$ cat config.mk
export PLATFORM = sky130hd
export DESIGN_NAME = asp_net_rx
export DESIGN_NICKNAME = d
export VERILOG_FILES = /design/src/rtl/asp_net_rx_pkg.sv /design/src/rtl/asp_rx_fifo.sv /design/src/rtl/asp_net_rx.sv
export SDC_FILE = /design/constraint.sdc
export NUM_CORES = 1
export LEC_CHECK = 0
export BUFFER_PORTS_ARGS = -buffer_cell sky130_fd_sc_hd__buf_2
export CORE_MARGIN = 2
export CORE_UTILIZATION = 39
export DETAILED_ROUTE_END_ITERATION = 10
export HOLD_SLACK_MARGIN = 0.12
export PLACE_DENSITY = 0.55
export SETUP_SLACK_MARGIN = 0.4
export SLEW_MARGIN = 20
export SYNTH_ARGS = -nofsm -noshare
export SYNTH_HDL_FRONTEND = slang
export SYNTH_SLANG_ARGS = --single-unit
$ cat constraint.sdc
create_clock -name clk -period 3.8 [get_ports clk]
set_clock_uncertainty 0.1 [all_clocks]
set_input_delay 0.57 -clock clk [delete_from_list [all_inputs] [get_ports clk]]
set_output_delay 0.57 -clock clk [all_outputs]
set_load 0.02 [all_outputs]
$ cat src/rtl/asp_net_rx_pkg.sv
// rtl/asp_net_rx_pkg.sv - shared widths, slice constants and offer classification
package asp_net_rx_pkg;

    localparam int DATA_SIZE = 32;
    localparam int TAG_SIZE  = 8;
    localparam int TAG_LSB   = 0;
    localparam int DATA_LSB  = TAG_SIZE;

    typedef enum logic [1:0] {
        OFFER_ACCEPT = 2'd0,
        OFFER_DUP    = 2'd1,
        OFFER_REJECT = 2'd2
    } offer_class_e;

    // A repeat of the last accepted tag is re-ACKed even when the buffer is full.
    function automatic offer_class_e classify(input logic tag_match, input logic has_room);
        if (tag_match)
            return OFFER_DUP;
        else if (has_room)
            return OFFER_ACCEPT;
        else
            return OFFER_REJECT;
    endfunction

endpackage

$ cat src/rtl/asp_rx_fifo.sv
// rtl/asp_rx_fifo.sv - synchronous-reset receive FIFO with push/pop/full/empty/count
module asp_rx_fifo #(
    parameter int width = 40,
    parameter int depth = 4
) (
    input  logic                       clk,
    input  logic                       reset,
    input  logic                       push,
    input  logic [width-1:0]           push_data,
    input  logic                       pop,
    output logic [width-1:0]           pop_data,
    output logic                       full,
    output logic                       empty,
    output logic [$clog2(depth):0]     count
);

    localparam int AW = $clog2(depth);
    localparam logic [AW:0] FULL_CNT = (AW+1)'(depth);

    logic [width-1:0] mem [depth];
    logic [AW-1:0]    wr_ptr;
    logic [AW-1:0]    rd_ptr;
    logic             do_push;
    logic             do_pop;

    assign full     = (count == FULL_CNT);
    assign empty    = (count == '0);
    assign do_push  = push && !full;
    assign do_pop   = pop && !empty;
    assign pop_data = mem[rd_ptr];

    always_ff @(posedge clk) begin
        if (reset) begin
            wr_ptr <= '0;
            rd_ptr <= '0;
            count  <= '0;
            for (int i = 0; i < depth; i++)
                mem[i] <= '0;
        end else begin
            if (do_push) begin
                mem[wr_ptr] <= push_data;
                wr_ptr      <= wr_ptr + 1'b1;
            end
            if (do_pop)
                rd_ptr <= rd_ptr + 1'b1;
            case ({do_push, do_pop})
                2'b10:   count <= count + 1'b1;
                2'b01:   count <= count - 1'b1;
                default: count <= count;
            endcase
        end
    end

endmodule

$ cat src/rtl/asp_net_rx.sv
// rtl/asp_net_rx.sv - ASP network receive stage: ACK, duplicate drop, buffered delivery
module asp_net_rx
    import asp_net_rx_pkg::*;
#(
    parameter int data_size  = DATA_SIZE,
    parameter int tag_size   = TAG_SIZE,
    parameter int fifo_depth = 4,
    parameter int cnt_size   = 16
) (
    input  logic                          clk,
    input  logic                          reset,
    input  logic                          network_data_ready_in,
    input  logic [data_size+tag_size-1:0] network_data_tag_in,
    output logic                          network_ACK_out,
    output logic                          rx_valid_out,
    input  logic                          rx_ready_in,
    output logic [data_size-1:0]          rx_data_out,
    output logic [tag_size-1:0]           rx_tag_out,
    output logic                          fifo_full_out,
    output logic [cnt_size-1:0]           dup_count_out
);

    localparam int W  = data_size + tag_size;
    localparam int AW = $clog2(fifo_depth);
    localparam logic [AW:0] FULL_CNT = (AW+1)'(fifo_depth);

    logic [W-1:0]        head;
    logic [AW:0]         occ;
    logic                full;
    logic                empty;
    logic [tag_size-1:0] tag_in;
    logic [tag_size-1:0] last_tag;
    logic                last_tag_valid;
    offer_class_e        cls;
    logic                push;
    logic                dup;

    assign tag_in = network_data_tag_in[TAG_LSB +: tag_size];

    // Classification uses occupancy from before this edge, so a same-cycle pop never frees a slot.
    always_comb begin
        cls = classify(last_tag_valid && (tag_in == last_tag), occ != FULL_CNT);
    end

    assign push = network_data_ready_in && (cls == OFFER_ACCEPT);
    assign dup  = network_data_ready_in && (cls == OFFER_DUP);

    asp_rx_fifo #(
        .width (W),
        .depth (fifo_depth)
    ) u_fifo (
        .clk       (clk),
        .reset     (reset),
        .push      (push),
        .push_data (network_data_tag_in),
        .pop       (rx_ready_in),
        .pop_data  (head),
        .full      (full),
        .empty     (empty),
        .count     (occ)
    );

    assign rx_valid_out  = !empty;
    assign fifo_full_out = full;
    assign rx_data_out   = head[tag_size +: data_size];
    assign rx_tag_out    = head[TAG_LSB +: tag_size];

    always_ff @(posedge clk) begin
        if (reset) begin
            network_ACK_out <= 1'b0;
            last_tag        <= '0;
            last_tag_valid  <= 1'b0;
            dup_count_out   <= '0;
        end else begin
            network_ACK_out <= push || dup;
            if (push) begin
                last_tag       <= tag_in;
                last_tag_valid <= 1'b1;
            end
            if (dup && (dup_count_out != '1))
                dup_count_out <= dup_count_out + 1'b1;
        end
    end

endmodule

* After elaboration in Yosys (flattened, before gate mapping) *
Memory sizes are Yosys's and may differ from the RTL's. A register that Yosys moved wholly into a read port is not among the register bits.
Index checks and enable logic that the tools add are counted.

storage, ports and cells
  input bits = 44
  memory bits (writable) = 160
  bits in read-only memories = 0
  memories = 1
  register bits = 33
  bits in latches = 0

memories
  memory      depth  bits a word  read ports  clocked after memory_dff  write ports  line               source
  u_fifo.mem  4      40           1           1                         4            asp_rx_fifo.sv:20  logic [width-1:0] mem [depth];

operators by class
  muxes and demuxes = 13
  $mul = 0
  divide/modulo/power cells = 0
  reductions and logical operators = 13
  magnitude comparators = 0
  $add $sub $neg = 5
  eq/ne operators = 7
  bitwise logic cells = 0
  shifts and indexed selects = 0

operator list
  cell                                                                 count
  40-bit 2-to-1 mux                                                    1
  40-bit OR reduction                                                  1
  16-bit by 1-bit adder with 16-bit output (second input constant)     1
  16-bit inequality test (second input constant)                       1
  2-bit 2-to-1 mux                                                     5
  8-bit == test                                                        1
  1-bit logical AND                                                    6
  1-bit 2-to-1 mux                                                     6
  3-bit case mux with 2 select lines                                   1
  2-bit by 1-bit adder with 2-bit output (second input constant)       2
  2-bit by 1-bit == test with 1-bit output (second input constant)     2
  3-bit by 1-bit adder with 3-bit output (second input constant)       1
  3-bit == test (second input constant)                                1
  3-bit logical NOT                                                    1
  3-bit inequality test (second input constant)                        1
  3-bit by 1-bit subtractor with 3-bit output (second input constant)  1
  2-bit == test (second input constant)                                1
  1-bit logical NOT                                                    2
  2-bit logical NOT                                                    1
  2-bit nonzero test                                                   1
  1-bit logical OR                                                     1

* Depth between registers and ports, before layout *
  depth after elaboration = 11
  gate-level depth with buffers = 13
  mapped depth without buffers = 10

* Modules after synthesis *
A second synthesis with hierarchy kept.

unflattened totals
  cell total of the unflattened synthesis = 589
  area, all modules = 8879.8 um^2

modules (own cells, without submodules)
  module       cells an instance  sequential area each (um^2)  area an instance (um^2)  instances
  asp_rx_fifo  439                4984.8                       7558.5                   1
  asp_net_rx   150                520.5                        1321.3                   1

* Worst setup path after synthesis *
OpenSTA, ideal clock, no wires.

  kind = input to register
  start = input network_data_tag_in[6]
  end = register u_fifo.count[2]
  path buffers = 3
  path slack = 0.549 ns
  data arrival time = 3.081 ns
  cell stages on the path = 13
  cells stage by stage = xnor2_1 nand3_1 or4_1 buf_2 buf_6 nand2_1 buf_2 ha_1 inv_1 fa_1 xor2_1 or3_1 a21oi_1

between the ends
  longest elaborated chain between the ends = 8

ends and longest elaborated chain
  what                                                                       line                  source
  start: declaration                                                         asp_net_rx.sv:13      input logic [data_size+tag_size-1:0] network_data_tag_in,
  8-bit == test *                                                            asp_net_rx.sv:42      cls = classify(last_tag_valid && (tag_in == last_tag), occ != FULL_CNT);
  1-bit logical AND *                                                        asp_net_rx.sv:42
  2-bit 2-to-1 mux *                                                         asp_net_rx_pkg.sv:17  if (tag_match)
  2-bit logical NOT *                                                        asp_net_rx.sv:45      assign push = network_data_ready_in && (cls == OFFER_ACCEPT);
  1-bit logical AND *                                                        asp_net_rx.sv:45
  1-bit logical AND *                                                        asp_rx_fifo.sv:28     assign do_push = push && !full;
  2-bit by 1-bit == test with 1-bit output or 2-bit == test (tied branches)  asp_rx_fifo.sv:46     case ({do_push, do_pop})
  3-bit case mux with 2 select lines or 2-bit nonzero test (tied branches)   n/a
  end signal: assignment                                                     asp_rx_fifo.sv:47     2'b10: count <= count + 1'b1;
  end signal: assignment                                                     asp_rx_fifo.sv:48     2'b01: count <= count - 1'b1;
  end signal: assignment                                                     asp_rx_fifo.sv:49     default: count <= count;
  end: declaration                                                           asp_rx_fifo.sv:14     output logic [$clog2(depth):0] count

Mark *: on every way between the ends. The rest lies on a longest branch, timed or not.
A chain may end at the register's enable or synchronous reset.

==> metrics <==
outcome finished, final reports clean; Horiz. Die Dim 151 µm; die area 22800 µm²; Util after Layout 0.466; critical path cell sequence buf_4 > mux4_2 > buf_2; Post-synth EDFFs 160; DRC violations left 0; I/O pins 103; CTS tree done; antenna-violating nets left 0; Slowest cell on crit path dfxtp_2; synthesized flop and latch total ~200; total power 5870 µW; syn_nets 686; Worst setup EP type output pin; Slew @ Worst Pin 1.04 ns; Cell Area, Synth 8440 µm²; Post-CTS Hold Buffers 0; starting density of the core 0.399; Crit Path Max Fanout 30; Synth Warn # 0; Crit Path Class reg2out; Worst EP required 3.13 ns; deepest clock path buffer count 2; IO buf count 102; Pleak between 0.003 and 0.004 µW; pin count of the biggest net entering global routing 63; H-tree depth 4; Fin Setup TNS 0 ns; CP Data Arrival Time 2.24 ns; most frequent cells in the layout 175 x nor2_1, 160 x edfxtp_1, 102 x buf_2, 42 x nand2b_1, 40 x mux4_2; Seq/Total Area, Yosys 0.653; minimum clock period 2.91 ns; Async SR Flop Fraction 0; commonest non-fill, non-tap cell in the layout nor2_1; Die H approximately 150 µm; CP startpoint kind flip-flop; Peak VDD IR 0.353 mV; Reg clk slew, reported paths 0.07 ns; final count of pins violating max slew 0; postcts setup bufs 0; Clock Latency Late Sink around 0.43 ns; endpoints failing hold 0; Cell variety after synth 33; total grt overflow 0; GP Congestion between 0.8 and 0.9; fin nets between 700 and 800; vias in the first global route around 5600; Layout fillers 1902; Placeable Area 21200 µm²; Final Cycle Share 0.765; WL final 19000 µm; clock sinks 195; row count 53; post-cts resize count 0; Final setup viols 0; Finished Layout Cells 1018; r2r startpoint u_fifo.count[1]; share of cells above drive strength 1 0.276; delay of the slowest critical-path stage 0.93 ns; unrepaired setup endpoints after global routing no; Hold Crit Start network_data_tag_in[7]; worst min-delay path category in2reg; via count between 5000 and 6000; P per Cell Area ~600 nW/µm²; initial antenna violation count 1; clk root buf clkbuf_16; relative slew slack 0.308; all-layer global routing usage 0.176; Iter 0 DRT Violations between 300 and 400; Synth-to-Final Area Change 16.9%; Syn Inst Count ~640; total clock buffers created by CTS 17; Top FF cell, synth edfxtp_1; Via-to-Cell Ratio 5.29; post-DP HPWL between 10000 and 15000 µm; max-cap check violation count 0; placed cells 985; First-pass DRT Iterations 4; global-route wire length before repair 29800 µm; Routed WL per cell 18.7 µm; Synth Area per Inst about 13 µm²; fmax 344 MHz
[Yosys cell counts, types with 2 or more instances]
cell | count | area (µm²)
edfxtp_1 | 160 | 4800
buf_1 | 6 | 22.5
nand2b_1 | 45 | 282
nor4_1 | 9 | 56.3
mux4_2 | 40 | 901
nor2b_1 | 5 | 31.3
nand3_1 | 17 | 85.1
buf_2 | 11 | 55.1
dfxtp_1 | 35 | 701
mux2_1 | 2 | 22.5
ha_1 | 2 | 25.0
or3_4 | 2 | 22.5
nand4_1 | 5 | 31.3
nor2_1 | 175 | 657
mux2_2 | 4 | 45.0
or3_1 | 4 | 25.0
nand2_1 | 8 | 30.0
o21ai_0 | 13 | 65.1
xor2_1 | 5 | 43.8
clkbuf_1 | 27 | 101
o31ai_1 | 9 | 67.6
xnor2_1 | 7 | 61.3
or4_1 | 10 | 75.1
inv_1 | 7 | 26.3
a21oi_1 | 23 | 115
[cells by family after synthesis]
| family | Yosys count | synth area share |
|---|---|---|
| and+or+nand+nor | 284 | 0.158 |
| muxes | 46 | 0.115 |
| buffers and inverters | 52 | 0.0257 |
| xor gates and xnor gates | 12 | 0.0125 |
| AOI/OAI and AO/OA | 47 | 0.0316 |
| adders and majority gates | 3 | 0.00534 |
| DFF | 195 | 0.653 |
[state kept, by name, summed over array words and instances (netlist names), named ones only]
register and cells:
u_fifo.mem 160, dup_count_out 16, last_tag 8, u_fifo.count 3, u_fifo.rd_ptr 2, u_fifo.wr_ptr 2
last_tag_valid 1, network_ACK_out 1
[critical path: cells and delay by family, from the launching register on]
kind / cells / cell delay [ns]
mux: 1 / 0.34
flops: 1 / 0.93
buf+inv: 2 / 0.53
[final cells by class]
class	count	area (µm²)	share of cell area
flip-flops and latches	195	5510	0.559
multi-input cells	392	2730	0.277
repair buffers	116	653	0.0662
clock buffers	17	425	0.0431
well taps	275	344	0.0349
clock inverters	15	164	0.0166
inverters	7	26.3	0.00266
diodes	1	2.50	0.000254
[worst paths after layout]
| path | endpoint | slack [ns] | depth (start not counted) |
|---|---|---|---|
| max reg2reg | u_fifo.mem[0][29] | 0.93 | 6 |
| min reg2reg | last_tag_valid | 0.38 | 2 |
| min | last_tag[7] | 0.32 | 3 |
| max | rx_data_out[2] | 0.89 | 3 |
[routing by layer]
layer	vias to the layer above	wire (µm)	track usage
li1	2505	-	-
met1	2733	8010	0.220
met2	131	9950	0.310
met3	18	797	0.0325
met4	0	234	0.0542
met5	-	0	0
[power by group]
part           switching (µW)  internal, µW
Sequential                210          2560
Combinational             744           569
Clock                     848           938
[per-stage QoR]
step           setup slack [ns]  area, µm²  hold WS (ns)
6_report                  0.891       9860         0.320
5_1_grt                   0.756       9860         0.313
2_1_floorplan             0.549       8440         0.340
4_1_cts                   0.840       9860         0.299
3_5_place_dp              0.675       9270         0.365
3_3_place_gp              0.699       9270         0.365
No activity file was read; power rests on OpenSTA's default activity.
